$ cat src/rtl/f_pc_sequencer_pkg.sv
// Shared encodings for the fetch-stage PC sequencer: FSM states, exception codes, default reset PC.
package f_pc_sequencer_pkg;

    typedef enum logic [1:0] {
        BOOT  = 2'd0,
        FETCH = 2'd1,
        VALID = 2'd2
    } f_state_t;

    localparam logic [4:0]  EXC_NONE = 5'd0;
    localparam logic [4:0]  EXC_ADEL = 5'd4;
    localparam logic [31:0] DEFAULT_RESET_PC = 32'h0000_3000;

    function automatic logic [31:0] word_align(input logic [31:0] a);
        return {a[31:2], 2'b00};
    endfunction

endpackage

$ cat src/rtl/f_pc_sequencer_addr_check.sv
// Combinational fetch-address legality check: misaligned or outside [base, limit) is illegal.
module f_addr_check (
    input  logic [31:0] addr,
    input  logic [31:0] base,
    input  logic [31:0] limit,
    output logic        illegal
);

    assign illegal = (addr[1:0] != 2'b00) || (addr < base) || (addr >= limit);

endmodule

$ cat src/rtl/f_pc_sequencer.sv
// F-stage PC register, imem req/ack sequencing and instruction buffer.
// Optional fetch-address exception checking is enabled by defining FETCH_EXC_EN.
//
// state | meaning
// BOOT  | one idle cycle after reset, no request
// FETCH | request to pc_F outstanding, buffer empty
// VALID | buffer holds the instruction at pc_F
module f_pc_sequencer
    import f_pc_sequencer_pkg::*;
#(
    parameter logic [31:0] RESET_PC = DEFAULT_RESET_PC,
    parameter logic [31:0] IM_BASE  = 32'h0000_3000,
    parameter logic [31:0] IM_LIMIT = 32'h0000_7000
) (
    input  logic        clk,
    input  logic        reset,
    input  logic [31:0] npc_in,
    input  logic        stall,
    output logic        imem_req,
    output logic [31:0] imem_addr,
    input  logic        imem_ack,
    input  logic [31:0] imem_rdata,
    output logic [31:0] pc_F,
    output logic [31:0] instr_F,
    output logic        valid_F,
    output logic [4:0]  exc_F
);

    f_state_t    state_q, state_d;
    logic [31:0] pc_q, pc_d;
    logic [31:0] instr_q, instr_d;
    logic        valid_q, valid_d;
    logic [31:0] target;
    logic [31:0] pc_next;
    logic        fetch;
    logic        fetch_bad;

`ifdef FETCH_EXC_EN
    logic [4:0] exc_q, exc_d;
    logic       addr_bad;

    f_addr_check u_addr_check (
        .addr    (target),
        .base    (IM_BASE),
        .limit   (IM_LIMIT),
        .illegal (addr_bad)
    );

    assign fetch_bad = addr_bad;
    // The faulting PC keeps its low bits so the handler sees the exact bad address.
    assign pc_next   = npc_in;

    always_comb begin
        exc_d = exc_q;
        if (fetch) begin
            exc_d = fetch_bad ? EXC_ADEL : EXC_NONE;
        end
    end

    always_ff @(posedge clk or negedge reset) begin
        if (!reset) begin
            exc_q <= EXC_NONE;
        end else begin
            exc_q <= exc_d;
        end
    end

    assign exc_F = exc_q;
`else
    assign fetch_bad = 1'b0;
    assign pc_next   = word_align(npc_in);
    assign exc_F     = EXC_NONE;
`endif

    always_comb begin
        state_d  = state_q;
        pc_d     = pc_q;
        instr_d  = instr_q;
        valid_d  = valid_q;
        target   = pc_q;
        fetch    = 1'b0;
        imem_req = 1'b0;

        case (state_q)
            BOOT: begin
                state_d = FETCH;
            end
            FETCH: begin
                fetch = 1'b1;
            end
            VALID: begin
                // npc_in is only meaningful once the buffered instruction leaves F.
                if (!stall) begin
                    fetch  = 1'b1;
                    target = npc_in;
                    pc_d   = pc_next;
                end
            end
            default: begin
                state_d = BOOT;
            end
        endcase

        if (fetch) begin
            if (fetch_bad) begin
                instr_d = 32'h0;
                valid_d = 1'b1;
                state_d = VALID;
            end else begin
                imem_req = 1'b1;
                if (imem_ack) begin
                    instr_d = imem_rdata;
                    valid_d = 1'b1;
                    state_d = VALID;
                end else begin
                    valid_d = 1'b0;
                    state_d = FETCH;
                end
            end
        end
    end

    assign imem_addr = word_align(target);

    always_ff @(posedge clk or negedge reset) begin
        if (!reset) begin
            state_q <= BOOT;
            pc_q    <= RESET_PC;
            instr_q <= 32'h0;
            valid_q <= 1'b0;
        end else begin
            state_q <= state_d;
            pc_q    <= pc_d;
            instr_q <= instr_d;
            valid_q <= valid_d;
        end
    end

    assign pc_F    = pc_q;
    assign instr_F = instr_q;
    assign valid_F = valid_q;

endmodule

$ cat config.mk
export PLATFORM = sky130hd
export DESIGN_NAME = f_pc_sequencer
export DESIGN_NICKNAME = d
export VERILOG_FILES = /design/src/rtl/f_pc_sequencer_pkg.sv /design/src/rtl/f_pc_sequencer_addr_check.sv /design/src/rtl/f_pc_sequencer.sv
export SDC_FILE = /design/constraint.sdc
export NUM_CORES = 1
export LEC_CHECK = 0
export CORE_MARGIN = 1
export CORE_UTILIZATION = 35
export CTS_BUF_LIST = sky130_fd_sc_hd__clkbuf_8
export DETAILED_ROUTE_END_ITERATION = 6
export GPL_TIMING_DRIVEN = 0
export PLACE_DENSITY = 0.88
export SYNTH_ARGS = -nofsm -noshare
export SYNTH_HDL_FRONTEND = slang
export SYNTH_HIERARCHICAL = 1
export SYNTH_SLANG_ARGS = --single-unit
$ cat constraint.sdc
create_clock -name clk -period 1.6 [get_ports clk]
set_input_delay 0.24 -clock clk [delete_from_list [all_inputs] [get_ports clk]]
set_output_delay 0.24 -clock clk [all_outputs]
set_load 0.01 [all_outputs]
==> Yosys cells after proc, flatten, opt, wreduce, memory -nomap -nowiden <==
Index checks and enable logic that the tools add are counted.
{ "word_totals": {"register_bits": 65, "in_bits": 68, "out_inout_bits": 103} }
{ "classes": {"n_eq_ne": 3, "n_mux": 9, "bitwise": 1, "n_reduce_logical": 4} }
{ "op_table": {"columns": ["operator", "n"], "rows": [
  ["2-to-1 mux 32 bit", 2],
  ["2-to-1 mux 2 bit", 2],
  ["case mux 2 bit (2 select lines)", 1],
  ["AND reduction 2 bit", 2],
  ["2-to-1 mux 1 bit", 3],
  ["equality test 2 x 1 -> 1 bit, second input constant", 1],
  ["equality test 2 bit, second input constant", 1],
  ["logical NOT 2 bit", 1],
  ["inequality test 2 x 1 -> 1 bit, second input constant", 1],
  ["case mux 1 bit (2 select lines)", 1],
  ["OR reduction 2 bit", 1],
  ["inverter 1 bit", 1]
]} }

==> Longest topological paths before layout <==
Gate-level depths: netlist (run 1).
{ "logic_depth": {"word_depth": 4, "depth_mapped": 7, "mapped_depth_nobuf": 5} }

==> Worst setup path before layout (run 1) <==
No wires, ideal clock.
{ "synth_path": {"path_type": "register to register", "start": "register state_q[0]", "end": "register instr_q[0], in the netlist instr_F[0]", "setup_time_ps": 125, "t_arrival_ps": 1620, "slack_ps": -145, "stages_incl_launch_ff": 8, "n_path_buf": 2, "path_cell_list": "dfrtp_1 > inv_1 > ha_1 > nor2b_4 > buf_6 > o211ai_4 > buf_8 > mux2_4"} }
{ "synth_between": {"elab_chain_len": 3, "word_cells_on_any_way": 4, "cone_classes": "eq/ne: 2; mux: 1; reduce/logical: 1"} }
{ "synth_lines": {"columns": ["item", "line_no", "source"], "rows": [
  ["start: declaration", "f_pc_sequencer.sv:29", "f_state_t state_q, state_d;"],
  ["start signal: assignment", "f_pc_sequencer.sv:132", "state_q <= state_d;"],
  ["equality test 2 bit / equality test 2 x 1 -> 1 bit (equally long branches)", "f_pc_sequencer.sv:84", "case (state_q)"],
  ["case mux 1 bit (2 select lines) (*)", "f_pc_sequencer.sv:84", null],
  ["AND reduction 2 bit (no source line) (*)", null, null],
  ["end signal: assignment", "f_pc_sequencer.sv:134", "instr_q <= instr_d;"],
  ["end: declaration", "f_pc_sequencer.sv:31", "logic [31:0] instr_q, instr_d;"]
]} }
Every way passes the cells marked *; elsewhere a longest branch is shown, timed or not.
A chain may end at the register's enable or synchronous reset.

==> Final worst setup path (run 1) <==
{ "layout_path": {"start": "register state_q[1]", "end": "register instr_q[21], in the netlist instr_F[21]"} }
Same word-level chain as after synthesis.

==> metrics.txt, run 1 <==
maxcap violations=0; CTS Buf Count=9; GR Overflow Total=0; largest family of logic cells by synthesized area=simple AND/OR/NAND/NOR gates; Non-Filler Instances=roughly 560; PD cells=~2000 nW/um^2; maximum vdd drop=0.001010 V; All-Layer GR Usage=0.1932; Vias=roughly 2.5k; Core ar.=between 7000 and 8000 sq um; Nets=between 500 and 600; Clock Power Share=0.149; Iteration-0 DRC Markers=53; failing checks=hold timing, setup timing; top post-synthesis cells by area=dfrtp_1, nand2_1, mux2_4, buf_4, dfstp_2; Hold/Removal Path Class=in -> async; Slew @ Worst Pin=a little over 800 ps; library cells used by synthesis=19; first-pass GRT wire length=12.64 mm; Seq. cell area=roughly 1600 sq um; #FFs+latches synth=65; sw frac=0.3337; async set-reset flop share out of synthesis=1.000; initial core utilization=0.3649; crit path max fanout=5; Post-synth EDFFs=0; Slew Limit Fails=0; vias in the first global route=2569; Synth top area share=0.5563; Rel. slew slack=0.4590; Post-Synth Adder-Cell Area=0.01325; crit path kind=reg -> reg; # diodes=0; crit path time final=1956 ps; Seq pwr share=0.281; period utilization=1.223; multi-input logic area=around 1200 sq um; Mapped Avg Cell Area=11.16 sq um; register area share after synthesis=0.5748; Reg clk slew, reported paths=approximately 70 ps; CP Launch Type=flip-flop; Worst Slack Setup Final=-356.4 ps; vias per cell=between 4 and 5; Setup Skew=slightly above 9 ps; FP Rows=32; Clock Latency Late Sink=~340 ps; commonest cells in the netlist=nand2_1, dfrtp_1, mux2_4; Fmax=roughly 500 MHz; Root Buffer=clkbuf_8; TritonCTS clock tree=built; Synth Warn #=6; complex-gate fraction of the synthesized area=0.02208; DP Cell Count=~520; Fill cells=between 600 and 700; most common cell in the netlist=nand2_1; final hold violation count=9; post-synth design cell area=about 2800 sq um; Routed Antenna Nets=0; leakage power=2.667 nW; Routed WL=roughly 8 mm; H-tree depth=3; Required @ worst endpoint=approximately 1800 ps; run status=finished with violations; Worst Hold Slack=-15.63 ps; die area=between 8000 and 9000 sq um; IO Port Bufs=159; post-synth top area cell=dfrtp_1; die height=~92 um; DP Wirelength=about 5.3 mm; crit path DAT=2170 ps; combinational share of power=0.571; final setup vio count=65; Fin Setup TNS=-19190 ps; initial antenna violation count=0; chip width=91.99 um; post-cts hold buffer count=0; RSZ-0062 raised after global routing=true; CP Capture Type=flip-flop; reg-to-reg setup timing slack=-360 ps; Synth Area in XOR/XNOR=0; Top FF cell, synth=dfrtp_1; share of cells above drive strength 1=0.3596; Post-Synthesis Cells=approximately 250; router iterations before antenna repair=4; largest net degree at the start of global routing=66; Area growth, synth to finish=83.53%; DRC=0; NetSw=about 0.0035 W; RD Place Congestion=0.7365; post-synthesis mux area share=0.1642; crit path from=state_q[1]; clock tree sinks=65; Simple-Gate Fraction of Synth Area=0.1673; clock tree buffer depth=2; I/O pin count=171; internal power component=0.007008 W; Wirelength per Cell=roughly 14 um; origin of the critical flop-to-flop path=state_q[1]
-- worst max-delay path, stage by stage, from the launching register on --
cell,delay [ps]
dfrtp_1,430
ha_4,180
nor2b_4,120
buf_6,130
buf_4,150
o211ai_4,200
buf_6,130
buf_6,90
buf_6,100
mux2_2,320
-- kinds of logic (layout without fill, tap and decap cells) --
kind of cell	after synthesis	after routing
fa+ha+maj	3	3
buf+inv	23	217
flops	65	65
compound gates	7	7
other cells	1	9
simple gates	123	123
mux	32	32
-- metal layers --
metal / GRT usage / routed length, um
met1: 0.2298 / 3239
met2: 0.3252 / 3882
met3: 0.06053 / 670
met4: 0.07552 / 99
met5: 0 / 0
-- power groups by stage --
stage	Sequential [W]	Combinational (W)	Clock, W
2_1_floorplan	0.00332	0.00214	0
3_3_place_gp	0.00291	0.00544	0
3_5_place_dp	0.00296	0.00556	0
4_1_cts	0.00295	0.00569	0.00162
5_1_grt	0.00304	0.00644	0.00169
6_report	0.00295	0.00600	0.00156
-- placed cells by master (no fill, tap or decap), types with 4 or more instances in the layout --
cell             instances
nand2_4                  6
clkdlybuf4s50_1        125
nand2_1                 83
mux2_4                  29
buf_4                   19
buf_2                   19
clkbuf_16                4
dfrtp_1                 63
buf_6                   20
conb_1                   9
nand2_2                 32
clkbuf_8                10
-- worst paths after layout --
path                       cells past startpoint          end
max                                            9  instr_F[21]
max in group asynchronous                      1   instr_F[2]
min reg2reg                                    2     pc_F[12]
min in group clk                               3     pc_F[13]
min                                            1  instr_F[28]
max reg2reg                                    9  instr_F[21]
-- per-stage QoR --
stage          instance area, sq um  utilization  worst slack, ps  total power (W)
6_report                       5201       0.6696           -356.4          0.01052
5_1_grt                        5201       0.6696           -438.5          0.01117
4_1_cts                        5020       0.6463           -368.8          0.01026
2_1_floorplan                  2867            -           -130.6         0.005459
3_5_place_dp                   4583       0.5900           -783.6         0.008526
3_3_place_gp                   4586       0.5904            -1838         0.008346
-- layout make-up --
class | count | area share
Clock buffer | 10 | 0.02646
Inverter | 4 | 0.002887
Buffer | 19 | 0.04402
Timing Repair Buffer | 178 | 0.3351
Sequential cell | 65 | 0.3132
Tap cell | 102 | 0.02454
Multi-Input combinational cell | 174 | 0.2365
Clock inverter | 6 | 0.01732
-- state kept, by name, summed over array words and instances, names as in the netlist --
signal,count
pc_F,30
valid_F,1
instr_F,32
state_q,2
-- what timing repair did --
item	CTS	global route
endpoints found under the setup margin	97	65
buffers inserted	14	1
pin swaps	4	9
gates cloned	3	1
gates resized for setup	175	44
(Power assumes the default switching activity.)
==> run 2, diff against run 1 <==
--- a/config.mk
+++ b/config.mk
@@ -9,7 +9,6 @@
 export CORE_UTILIZATION = 35
 export CTS_BUF_LIST = sky130_fd_sc_hd__clkbuf_8
 export DETAILED_ROUTE_END_ITERATION = 6
-export GPL_TIMING_DRIVEN = 0
 export PLACE_DENSITY = 0.88
 export SYNTH_ARGS = -nofsm -noshare
 export SYNTH_HDL_FRONTEND = slang
==> metrics.txt, run 2 (same netlist as run 1, synthesis figures left out) <==
first-pass GRT wire length=13.13 mm (+3.9%); reg-to-reg setup timing slack=-270 ps (+80 ps); Root Buffer=clkbuf_8; Crit path buffers/inverters=3 (-2); cells along the critical path=ha_4, nor2b_4, buf_6, o211ai_4, buf_12, buf_12, mux2_4; initial antenna violation count=0 (unchanged); die height=91.99 um (unchanged); RR Endpoint=instr_F[13]; I/O pin count=171 (unchanged); Clock Power Share=0.118 (-0.031); Vias=2532 (+2.4%); Clock Latency Late Sink=330 ps (about the same); clock tree buffer depth=2 (unchanged); Worst Slack Setup Final=-272.8 ps (+83.62 ps); crit path max fanout=8 (+3); reg2reg path depth=7 (-2); crit path time final=1873 ps (-83.62 ps); Required @ worst endpoint=1810 ps (about the same); Setup Skew=11.23 ps (+2.095 ps); share of cells above drive strength 1=0.3462 (-0.01350); DRC=0 (unchanged); All-Layer GR Usage=0.2014 (+0.008171); PD cells=1951 nW/um^2 (-3.5%); Fmax=534.0 MHz (+4.5%); final setup vio count=64 (-1.5%); TritonCTS clock tree=built; internal power component=0.006495 W (-7.3%); # diodes=0 (unchanged); clock tree sinks=65 (unchanged); crit path from=state_q[1]; total power=0.01001 W (-4.9%); chip width=91.99 um (unchanged); combinational share of power=0.585 (+0.014); largest net degree at the start of global routing=66 (unchanged); leakage power=2.663 nW (-0.16%); maxcap violations=0 (unchanged); Core ar.=7767 sq um (unchanged); Seq pwr share=0.297 (+0.016); H-tree depth=3 (unchanged); slowest CP cell=dfrtp_2; FP Rows=32 (unchanged); CP most frequent cell=buf_12; Non-Filler Instances=570 (+2.2%); CTS Buf Count=9 (unchanged); sw frac=0.3509 (+0.01715); GR Overflow Total=0 (unchanged); number of flip-flops in the largest register=32 (unchanged); DP Wirelength=5.572 mm (+4.4%); crit path kind=reg -> reg; CP delay by family, top=buffers and inverters; RD Place Congestion=0.7738 (+5.1%); router iterations before antenna repair=4 (unchanged); Reg clk slew, reported paths=70 ps (about the same); DP Cell Count=538 (+2.9%); CP Launch Type=flip-flop; RSZ-0062 raised after global routing=true; NetSw=0.003511 W (about the same); crit path DAT=2080 ps (-90 ps); DP Worst Slack=-528.7 ps (+254.9 ps); Hold/Removal Path Class=in -> async; run status=finished with violations; vias per cell=4.442 (+0.23%); final hold violation count=0 (-9); Iteration-0 DRC Markers=31 (-42%); IO Port Bufs=159 (unchanged); slowest stage delay, CP=450 ps (+20 ps); commonest non-fill, non-tap cell in the layout=clkdlybuf4s50_1; CP Capture Type=flip-flop; die area=8461 sq um (unchanged); failing checks=setup timing; origin of the critical flop-to-flop path=state_q[1]; period utilization=1.170 (-0.05226); Nets=534 (+2.3%); vias in the first global route=2671 (+4.0%); most frequent cells in the layout=clkdlybuf4s50_1, nand2_1, dfrtp_1; Fin Setup TNS=-14590 ps (+4606 ps); Routed WL=8.245 mm (+4.5%); Wirelength per Cell=14.46 um (+2.3%); maximum vdd drop=0.001028 V (+1.7%); Slew Limit Fails=0 (unchanged); Area growth, synth to finish=80.97%; Routed Antenna Nets=0 (unchanged); initial core utilization=0.3649 (unchanged)
==> run 2: worst max-delay path by stage <==
stage | endpoint | slack, ps | cells past startpoint
2_1_floorplan | instr_F[0] | -130 | 7
3_5_place_dp | imem_addr[6] | -530 | 6
3_3_place_gp | imem_addr[6] | -470 | 6
5_1_grt | imem_addr[14] | -340 | 7
6_report | instr_F[13] | -270 | 7
4_1_cts | imem_addr[12] | -320 | 8
==> run 2: power groups by stage <==
stage / Clock, W / Sequential [W] / Combinational (W)
after global placement: 0 / 0.00293 / 0.00559
final: 0.00118 / 0.00297 / 0.00585
after detailed placement: 0 / 0.00297 / 0.00570
after global routing: 0.00131 / 0.00307 / 0.00625
after CTS: 0.00124 / 0.00296 / 0.00591
after floorplan: 0 / 0.00332 / 0.00214
==> run 2: timing repair <==
| action | CTS | global route |
|---|---|---|
| endpoints found under the setup margin | 66 | 64 |
| cloned | 5 | 0 |
| gates resized for setup | 161 | 27 |
| hold buffers | 1 | 0 |
| pin swaps | 4 | 5 |
| endpoints found under the hold margin | 63 | 0 |
| setup buffers | 13 | 4 |
==> run 2: tightest hold or removal path, stage by stage <==
cell	delay, ps
dlygate4sd3_1	520
buf_2	120
buf_12	310
==> run 2: metrics by stage <==
| stage | instance area (sq um) | utilization | hold WS [ps] |
|---|---|---|---|
| final | 5129 | 0.6603 | 454.4 |
| after detailed placement | 4752 | 0.6118 | 283.1 |
| after floorplan | 2867 | - | -55.59 |
| after global routing | 5129 | 0.6603 | 465.4 |
| after global placement | 4752 | 0.6118 | 280.9 |
| after CTS | 5130 | 0.6604 | 438.9 |
==> run 2: area by class of cell <==
type	count	area, sq um
fill	578	2639
clock buffer	9	123.9
sequential	65	1630
tap	102	127.6
inverter	4	15.01
clock inverter	7	47.55
timing repair buffer	209	1987
multi-input combinational	174	1197
==> run 2: routing by layer <==
metal | wire length [um] | track usage
met5 | 0 | 0
met4 | 90 | 0.06641
met3 | 619 | 0.05556
met2 | 4036 | 0.3402
met1 | 3498 | 0.2484
